`src/rtl/pipe_hazard_pkg.sv`:
```
// pipe_hazard_pkg
//   Shared types and helpers for the pipeline hazard unit.
//   - sb_entry_t : one scoreboard slot {valid, load, rd}
//   - FWD_RF     : forwarding select value meaning "use the register file"
//   - sel_width  : width of a forwarding select for a given scoreboard depth
//   The rd field is sized for the widest supported register address; narrower
//   addresses are zero-extended before they are stored or compared.
package pipe_hazard_pkg;

  localparam int SB_RD_W = 8;

  typedef struct packed {
    logic               valid;
    logic               load;
    logic [SB_RD_W-1:0] rd;
  } sb_entry_t;

  localparam int FWD_RF = 0;

  function automatic int sel_width(input int depth);
    return (depth <= 32'sd1) ? 32'sd1 : $clog2(depth);
  endfunction

endpackage

```
`src/rtl/hazard_match.sv`:
```
// hazard_match
//   Priority search of the scoreboard for one source operand.
//   Ports:
//     entries_i : searchable scoreboard entries, index 0 = youngest (EX)
//     src_i     : source register address (zero-extended)
//     used_i    : source is read and is not r0
//     hit_o     : some searchable entry writes src_i
//     idx_o     : index of the youngest matching entry
//     load_o    : the matching entry is a load
module hazard_match
  import pipe_hazard_pkg::*;
#(
  parameter int NSRCH = 2,
  parameter int IDXW  = 2
) (
  input  sb_entry_t [NSRCH-1:0] entries_i,
  input  logic [SB_RD_W-1:0]    src_i,
  input  logic                  used_i,
  output logic                  hit_o,
  output logic [IDXW-1:0]       idx_o,
  output logic                  load_o
);

  // youngest-first search: the first hit found locks out older entries
  always_comb begin
    hit_o  = 1'b0;
    idx_o  = '0;
    load_o = 1'b0;
    for (int j = 0; j < NSRCH; j++) begin
      if (!hit_o && used_i && entries_i[j].valid && (entries_i[j].rd == src_i)) begin
        hit_o  = 1'b1;
        idx_o  = IDXW'(j);
        load_o = entries_i[j].load;
      end else begin
        hit_o  = hit_o;
        idx_o  = idx_o;
        load_o = load_o;
      end
    end
  end

endmodule

```
`src/rtl/pipe_hazard_unit.sv`:
```
// pipe_hazard_unit
//   Hazard detection and forwarding control for an in-order pipeline.
//   Tracks destination registers of every stage after ID (0 = EX .. DEPTH-1 = WB),
//   decides stall/bubble for the ID instruction and registers the EX operand
//   forwarding selects.
//   Configuration macro: FORWARD_EN
//     defined   : matches are forwarded; only too-young loads stall
//     undefined : any match in stages 0..DEPTH-2 stalls; selects stay 0
//   Ports:
//     clk_i, rst_n_i             : clock, async active-low reset
//     id_valid_i                 : ID holds a real instruction
//     id_rs_i/id_rt_i            : source addresses, with *_used_i qualifiers
//     id_rd_i, id_wr_i, id_load_i: destination, write enable, load flag
//     flush_i                    : squash the ID instruction
//     stall_o                    : hold PC and IF/ID, bubble into EX
//     fwd_a_o/fwd_b_o            : EX operand source (0 = RF, k = stage k)
//     stage_valid_o              : scoreboard valid bits
//     stall_cnt_o                : saturating stall-cycle count
module pipe_hazard_unit
  import pipe_hazard_pkg::*;
#(
  parameter  int REG_AW     = 5,
  parameter  int DEPTH      = 3,
  parameter  int LOAD_STAGE = 1,
  parameter  int CNT_W      = 16,
  localparam int SELW       = sel_width(DEPTH)
) (
  input  logic              clk_i,
  input  logic              rst_n_i,
  input  logic              id_valid_i,
  input  logic [REG_AW-1:0] id_rs_i,
  input  logic [REG_AW-1:0] id_rt_i,
  input  logic              id_rs_used_i,
  input  logic              id_rt_used_i,
  input  logic [REG_AW-1:0] id_rd_i,
  input  logic              id_wr_i,
  input  logic              id_load_i,
  input  logic              flush_i,
  output logic              stall_o,
  output logic [SELW-1:0]   fwd_a_o,
  output logic [SELW-1:0]   fwd_b_o,
  output logic [DEPTH-1:0]  stage_valid_o,
  output logic [CNT_W-1:0]  stall_cnt_o
);

  sb_entry_t [DEPTH-1:0] sb_q, sb_d;
  logic [SELW-1:0]       fwd_a_q, fwd_a_d;
  logic [SELW-1:0]       fwd_b_q, fwd_b_d;
  logic [CNT_W-1:0]      stall_cnt_q, stall_cnt_d;

  logic                  used_a_s, used_b_s;
  logic                  hit_a_s, hit_b_s;
  logic                  load_a_s, load_b_s;
  logic [SELW-1:0]       idx_a_s, idx_b_s;
  logic                  haz_a_s, haz_b_s;
  logic                  stall_s, issue_s;

  // r0 is never a real dependency
  assign used_a_s = id_rs_used_i & (id_rs_i != {REG_AW{1'b0}});
  assign used_b_s = id_rt_used_i & (id_rt_i != {REG_AW{1'b0}});

  // the oldest entry is excluded: the register file writes through in WB
  hazard_match #(
    .NSRCH (DEPTH-1),
    .IDXW  (SELW)
  ) u_match_a (
    .entries_i (sb_q[DEPTH-2:0]),
    .src_i     (SB_RD_W'(id_rs_i)),
    .used_i    (used_a_s),
    .hit_o     (hit_a_s),
    .idx_o     (idx_a_s),
    .load_o    (load_a_s)
  );

  hazard_match #(
    .NSRCH (DEPTH-1),
    .IDXW  (SELW)
  ) u_match_b (
    .entries_i (sb_q[DEPTH-2:0]),
    .src_i     (SB_RD_W'(id_rt_i)),
    .used_i    (used_b_s),
    .hit_o     (hit_b_s),
    .idx_o     (idx_b_s),
    .load_o    (load_b_s)
  );

  // per-operand hazard, stall and issue decision
  always_comb begin
`ifdef FORWARD_EN
    // a load is only forwardable once it has passed the stage returning its data
    haz_a_s = hit_a_s & load_a_s & ((int'(idx_a_s) + 32'sd1) <= LOAD_STAGE);
    haz_b_s = hit_b_s & load_b_s & ((int'(idx_b_s) + 32'sd1) <= LOAD_STAGE);
`else
    // without forwarding a load match stalls exactly like any other match
    haz_a_s = hit_a_s | (hit_a_s & load_a_s);
    haz_b_s = hit_b_s | (hit_b_s & load_b_s);
`endif
    stall_s = (haz_a_s | haz_b_s) & id_valid_i & ~flush_i;
    issue_s = id_valid_i & ~stall_s & ~flush_i;
  end

  // next scoreboard: shift by one stage, new entry or bubble at EX
  always_comb begin
    for (int k = DEPTH-1; k >= 1; k--) begin
      sb_d[k] = sb_q[k-1];
    end
    if (issue_s && id_wr_i && (id_rd_i != {REG_AW{1'b0}})) begin
      sb_d[0].valid = 1'b1;
      sb_d[0].load  = id_load_i;
      sb_d[0].rd    = SB_RD_W'(id_rd_i);
    end else begin
      sb_d[0] = '0;
    end
  end

  // next forwarding selects, captured as the instruction moves into EX
  always_comb begin
`ifdef FORWARD_EN
    if (issue_s && hit_a_s) begin
      fwd_a_d = SELW'(idx_a_s + 1'b1);
    end else begin
      fwd_a_d = SELW'(FWD_RF);
    end
    if (issue_s && hit_b_s) begin
      fwd_b_d = SELW'(idx_b_s + 1'b1);
    end else begin
      fwd_b_d = SELW'(FWD_RF);
    end
`else
    fwd_a_d = SELW'(FWD_RF);
    fwd_b_d = SELW'(FWD_RF);
`endif
  end

  // saturating stall counter
  always_comb begin
    if (stall_s && (stall_cnt_q != {CNT_W{1'b1}})) begin
      stall_cnt_d = stall_cnt_q + CNT_W'(1'b1);
    end else begin
      stall_cnt_d = stall_cnt_q;
    end
  end

  // state registers
  always_ff @(posedge clk_i or negedge rst_n_i) begin
    if (!rst_n_i) begin
      sb_q        <= '0;
      fwd_a_q     <= '0;
      fwd_b_q     <= '0;
      stall_cnt_q <= '0;
    end else begin
      sb_q        <= sb_d;
      fwd_a_q     <= fwd_a_d;
      fwd_b_q     <= fwd_b_d;
      stall_cnt_q <= stall_cnt_d;
    end
  end

  // expose scoreboard valid bits
  always_comb begin
    for (int k = 0; k < DEPTH; k++) begin
      stage_valid_o[k] = sb_q[k].valid;
    end
  end

  assign stall_o     = stall_s;
  assign fwd_a_o     = fwd_a_q;
  assign fwd_b_o     = fwd_b_q;
  assign stall_cnt_o = stall_cnt_q;

endmodule

```
`config.mk`:
```
export PLATFORM = sky130hd
export DESIGN_NAME = pipe_hazard_unit
export DESIGN_NICKNAME = d
export VERILOG_FILES = /design/src/rtl/pipe_hazard_pkg.sv /design/src/rtl/hazard_match.sv /design/src/rtl/pipe_hazard_unit.sv
export SDC_FILE = /design/constraint.sdc
export NUM_CORES = 1
export LEC_CHECK = 0
export CAP_MARGIN = 0
export CORE_UTILIZATION = 46
export DETAILED_ROUTE_END_ITERATION = 6
export PLACE_DENSITY = 0.85
export SLEW_MARGIN = 20
export SYNTH_ARGS = -nofsm -noshare
export SYNTH_HDL_FRONTEND = slang
export SYNTH_SLANG_ARGS = --single-unit
```
`constraint.sdc`:
```
create_clock -name clk_i -period 3.34 [get_ports clk_i]
set_input_delay 1.002 -clock clk_i [delete_from_list [all_inputs] [get_ports clk_i]]
set_output_delay 1.002 -clock clk_i [all_outputs]
set_load 0.01 [all_outputs]
```
Word level (Yosys, flattened, before mapping). Cells that the tools add are included.

Register bits after elaboration: 37. Input bits: 23. Output and inout bits: 24. Logic and storage cells: 54.

Add/subtract/negate cells: 1. Eq/ne operators: 5. Multiplexer cells: 9. Bitwise operators: 13. Reductions and logical operators: 18.

Operators by type and width (number): equality test 8 x 5 -> 1 bit (4); adder 16 x 1 -> 16 bit, second input constant (1); != test 16 bit, second input constant (1); nonzero test 5 bit (3); logical AND 1 bit (13); 2-to-1 mux 10 bit (1); bitwise AND 1 bit (8); 2-to-1 mux 1 bit (8); bitwise OR 1 bit (3); logical NOT 1 bit (2); inverter 1 bit (2).

Longest topological paths before layout.
Depth after elaboration: 21. Gate-level depth with buffers: 8.

Hierarchy. Synthesis repeated with hierarchy kept, for this count alone.

Cell total of the unflattened synthesis: 174. Area, all modules: 1846.8 um^2.

Modules (own cells, without submodules): pipe_hazard_unit (instances 1, cells an instance 112, area an instance 1368.8 um^2); hazard_match (instances 2, cells an instance 31, area an instance 239.0 um^2).

Worst setup path after synthesis. Ideal clock, no wire load.

Path kind: in2out. From: in id_rt_i[1]. To: out stall_o. Arrival time: 1.983 ns. Required time: 2.338 ns. Setup slack: 0.355 ns. Stages: 4. Path through: or4_1 o21ai_0 o22a_1 nor2_1.

Word-level cells in the longest chain between the ends: 15. Elaborated cells on any way between the ends: 19. Those cells by class: 2 x eq/ne; 4 x mux; 6 x bitwise; 7 x reduce/logical.

Ends and longest elaborated chain: start, declared (line pipe_hazard_unit.sv:32) `input logic [REG_AW-1:0] id_rt_i,`; nonzero test 5 bit (line pipe_hazard_unit.sv:60) `assign used_b_s = id_rt_used_i & (id_rt_i != {REG_AW{1'b0}});`; bitwise AND 1 bit (line pipe_hazard_unit.sv:60); logical AND 1 bit (2 in series) (line hazard_match.sv:30) `if (!hit_o && used_i && entries_i[j].valid && (entries_i[j].rd == src_i)) begin`; 2-to-1 mux 1 bit (line hazard_match.sv:30); logical NOT 1 bit (line hazard_match.sv:30); logical AND 1 bit (3 in series) (line hazard_match.sv:30); 2-to-1 mux 1 bit (line hazard_match.sv:30); bitwise AND 1 bit (line pipe_hazard_unit.sv:96) `haz_b_s = hit_b_s | (hit_b_s & load_b_s);`; bitwise OR 1 bit * (line pipe_hazard_unit.sv:96); bitwise OR 1 bit * (line pipe_hazard_unit.sv:98) `stall_s = (haz_a_s | haz_b_s) & id_valid_i & ~flush_i;`; bitwise AND 1 bit * (2 in series) (line pipe_hazard_unit.sv:98); end, declared (line pipe_hazard_unit.sv:39) `output logic stall_o,`.

Every way passes the cells marked *; elsewhere a longest branch is shown, timed or not.

Final worst setup path.
From: in id_rs_i[2]. To: out stall_o.

Word-level cells in the longest chain between the ends: 15. Elaborated cells on any way between the ends: 19. Those cells by class: 2 x eq/ne; 4 x mux; 6 x bitwise; 7 x reduce/logical.

Ends and longest elaborated chain: start, declared (line pipe_hazard_unit.sv:31) `input logic [REG_AW-1:0] id_rs_i,`; nonzero test 5 bit (line pipe_hazard_unit.sv:59) `assign used_a_s = id_rs_used_i & (id_rs_i != {REG_AW{1'b0}});`; bitwise AND 1 bit (line pipe_hazard_unit.sv:59); logical AND 1 bit (2 in series) (line hazard_match.sv:30); 2-to-1 mux 1 bit (line hazard_match.sv:30); logical NOT 1 bit (line hazard_match.sv:30); logical AND 1 bit (3 in series) (line hazard_match.sv:30); 2-to-1 mux 1 bit (line hazard_match.sv:30); bitwise AND 1 bit (line pipe_hazard_unit.sv:95) `haz_a_s = hit_a_s | (hit_a_s & load_a_s);`; bitwise OR 1 bit * (line pipe_hazard_unit.sv:95); bitwise OR 1 bit * (line pipe_hazard_unit.sv:98); bitwise AND 1 bit * (2 in series) (line pipe_hazard_unit.sv:98).

Marks and branches as above.

==> qor.txt <==
Outcome: completed
Pin count of the biggest net entering global routing: 30
Crit share post-route: 0.994
Initial Util: 0.494
Critical-path top delay cell: or4_4
Synth top area share: 0.473
Critical path arrival: 2.32 ns
Via/cell ratio: 5.15
Routed Antenna Nets: 0
Synth Register Bits: 29
Num CTS Buffers: 5
Num ports: 47
Synth Cell Area: 1530 µm²
Synth Warn #: 0
Critical Path Source Type: input port
Post-Synthesis Cells: 136
Clock Latency Late Sink: 0.34 ns
Ant. Diodes: 0
Die area: 3570 µm²
Setup crit end kind: output port
Gr usage total: 0.246
Nets: 228
Max Clock Freq: 301 MHz
Final hold viol count: 0
CTS HTree Levels: 2
Synth top cells by count: dfrtp_1, xor2_1, nor2_1
Crit path max fanout: 2
Synth area leaders: dfrtp_1, xor2_1, xnor2_1
Core area: 3100 µm²
Crit Path Category: in -> out
Max Cap Viol: 0
Row cnt: 20
Placer Congestion: 0.802
Die height: 59.7 µm
Routed WL: 3.96 mm
HPWL after DPL: 2.61 mm
Pre-antenna DRT Iters: 4
Die Wd: 59.7 µm
First-pass GRT wire length: 6.20 mm
Fin area: 2250 µm²
Most frequent cell after synthesis: dfrtp_1
EDFF count, synth: 0
Drt initial violations: 48
Worst hold path class: reg -> reg
Hold WS: 0.452 ns
Bufs on Longest Clock Path: 2
Wire per inst: 15.9 µm
Ys async rst share: 1.00
Area growth syn-to-layout: 47.0%
CTS sink cnt: 29
Initial antenna violation count: 0
Area leader, netlist: dfrtp_1
Netlist cell types: 31
Static leakage: 1.07 nW
Maximum vdd drop: 0.262 mV
Setup-failing EPs final: 0
Synthesized area per cell: 11.3 µm²
Detailed-route via count: 1282
Clk slew on worst S/H paths: 0.10 ns
Crit-path cells: clkdlybuf4s15_1, or4_4, o21ai_4, o22a_1, nor2_1, buf_2
Primary FF master, synth: dfrtp_1
Final Critical Period: 3.32 ns
TritonCTS clock tree: done
Pwr/cell area: 338 nW/µm²
Skew final: 0.00717 ns
Vias in the first global route: 1309
Remaining global-route overflow: 0
Pins Over Slew Limit: 0
Setup TNS: 0 ns
Critical Path RT: 2.34 ns
Dpl cell area: 2040 µm²
Port bufs: 41
Root Driver: clkbuf_4
Share of cells above drive strength 1: 0.278
Worst stage delay on the critical path: 0.58 ns
DRC viols: 0
Seq/Total Area, Yosys: 0.473
[repair_timing]
action                                  in CTS  in global routing
cloned                                       1                  0
resized for setup                           31                 16
endpoints found under the hold margin        0                  0
pin swaps                                   11                 14
hold buffers                                 0                  0
endpoints found under the setup margin       1                  9
buffers inserted                             9                  3
[layout by cell type (no fill, tap or decap), types with 2 or more instances in the layout]
cell	netlist	layout
clkdlybuf4s50_1	0	30
nor4_1	3	2
and2_1	7	7
nand4_1	4	4
nor3_1	2	2
conb_1	1	4
clkbuf_2	0	4
or4_1	3	2
buf_4	6	20
a211o_1	2	2
buf_6	0	4
mux2_2	2	2
clkdlybuf4s15_1	0	3
xor2_2	0	2
clkbuf_4	0	5
and3_4	2	2
xnor2_1	7	7
nand3_1	5	5
a32oi_1	2	2
dfrtp_1	29	29
nor3_4	0	2
nand2b_1	3	3
buf_2	0	2
nor2_1	8	7
xor2_1	27	25
nand2_1	6	6
nor4_2	2	3
[metrics by stage]
| stage | util | cells | total power [mW] | setup slack (ns) |
|---|---|---|---|---|
| finish | 0.727 | 249 | 0.762 | 0.0199 |
| CTS | 0.715 | 247 | 0.759 | 0.00943 |
| detailed placement | 0.658 | 229 | 0.452 | -0.661 |
| floorplan | - | 139 | 0.401 | 0.355 |
| global placement | 0.658 | 229 | 0.449 | -0.643 |
| global route | 0.727 | 249 | 0.789 | -0.0219 |
[power breakdown]
| part | internal (mW) | switching, mW |
|---|---|---|
| registers | 0.357 | 0.00773 |
| logic | 0.0484 | 0.0397 |
| clock network | 0.179 | 0.131 |
| total | 0.584 | 0.178 |
[area by class of cell]
type | instances | area (µm²)
Tap cell | 44 | 55.1
Sequential cell | 29 | 726
Fill cell | 219 | 848
Timing Repair Buffer | 64 | 564
Clock inverter | 1 | 30.0
Clock buffer | 7 | 55.1
Multi-Input combinational cell | 104 | 825
[per-layer routing]
layer,routed length (µm),GRT usage,vias up,part of all wire
met5,0,0,-,0
met4,157,0.143,0,0.040
met3,272,0.0736,12,0.069
met2,1930,0.376,55,0.49
met1,1590,0.309,615,0.40
li1,-,-,600,-
[cell families after synthesis]
logic type               synth area share
flip-flops                          0.473
buffers and inverters              0.0391
AND/OR/NAND/NOR                     0.217
other                             0.00244
XOR/XNOR                            0.194
multiplexers                       0.0147
AO/OA/AOI/OAI                      0.0514
adder cells (fa/ha/maj)           0.00816
[sequential cells by signal, indices dropped and copies added, names as in the netlist]
| signal | count |
|---|---|
| sb_d | 10 |
| stage_valid_o | 3 |
| stall_cnt_o | 16 |
[critical path, delay by kind of cell]
| family | cells | cell delay, ns |
|---|---|---|
| AOI/OAI and AO/OA | 2 | 0.35 |
| buffers and inverters | 2 | 0.34 |
| and+or+nand+nor | 2 | 0.62 |
[path summary, 6_finish.rpt]
path	depth (start not counted)	slack [ns]	start	end
worst max register to register	13	0.52	sb_d[21]	stall_cnt_o[11]
worst min-delay path	0	0.45	sb_d[11]	sb_d[21]
worst max-delay path	6	0.02	id_rs_i[2]	stall_o
worst min register to register	0	0.45	sb_d[11]	sb_d[21]
max in group asynchronous	2	2.02	rst_n_i	sb_d[11]
min in group asynchronous	2	1.04	rst_n_i	stall_cnt_o[12]
Note: power is estimated with default switching activity, not from simulation.
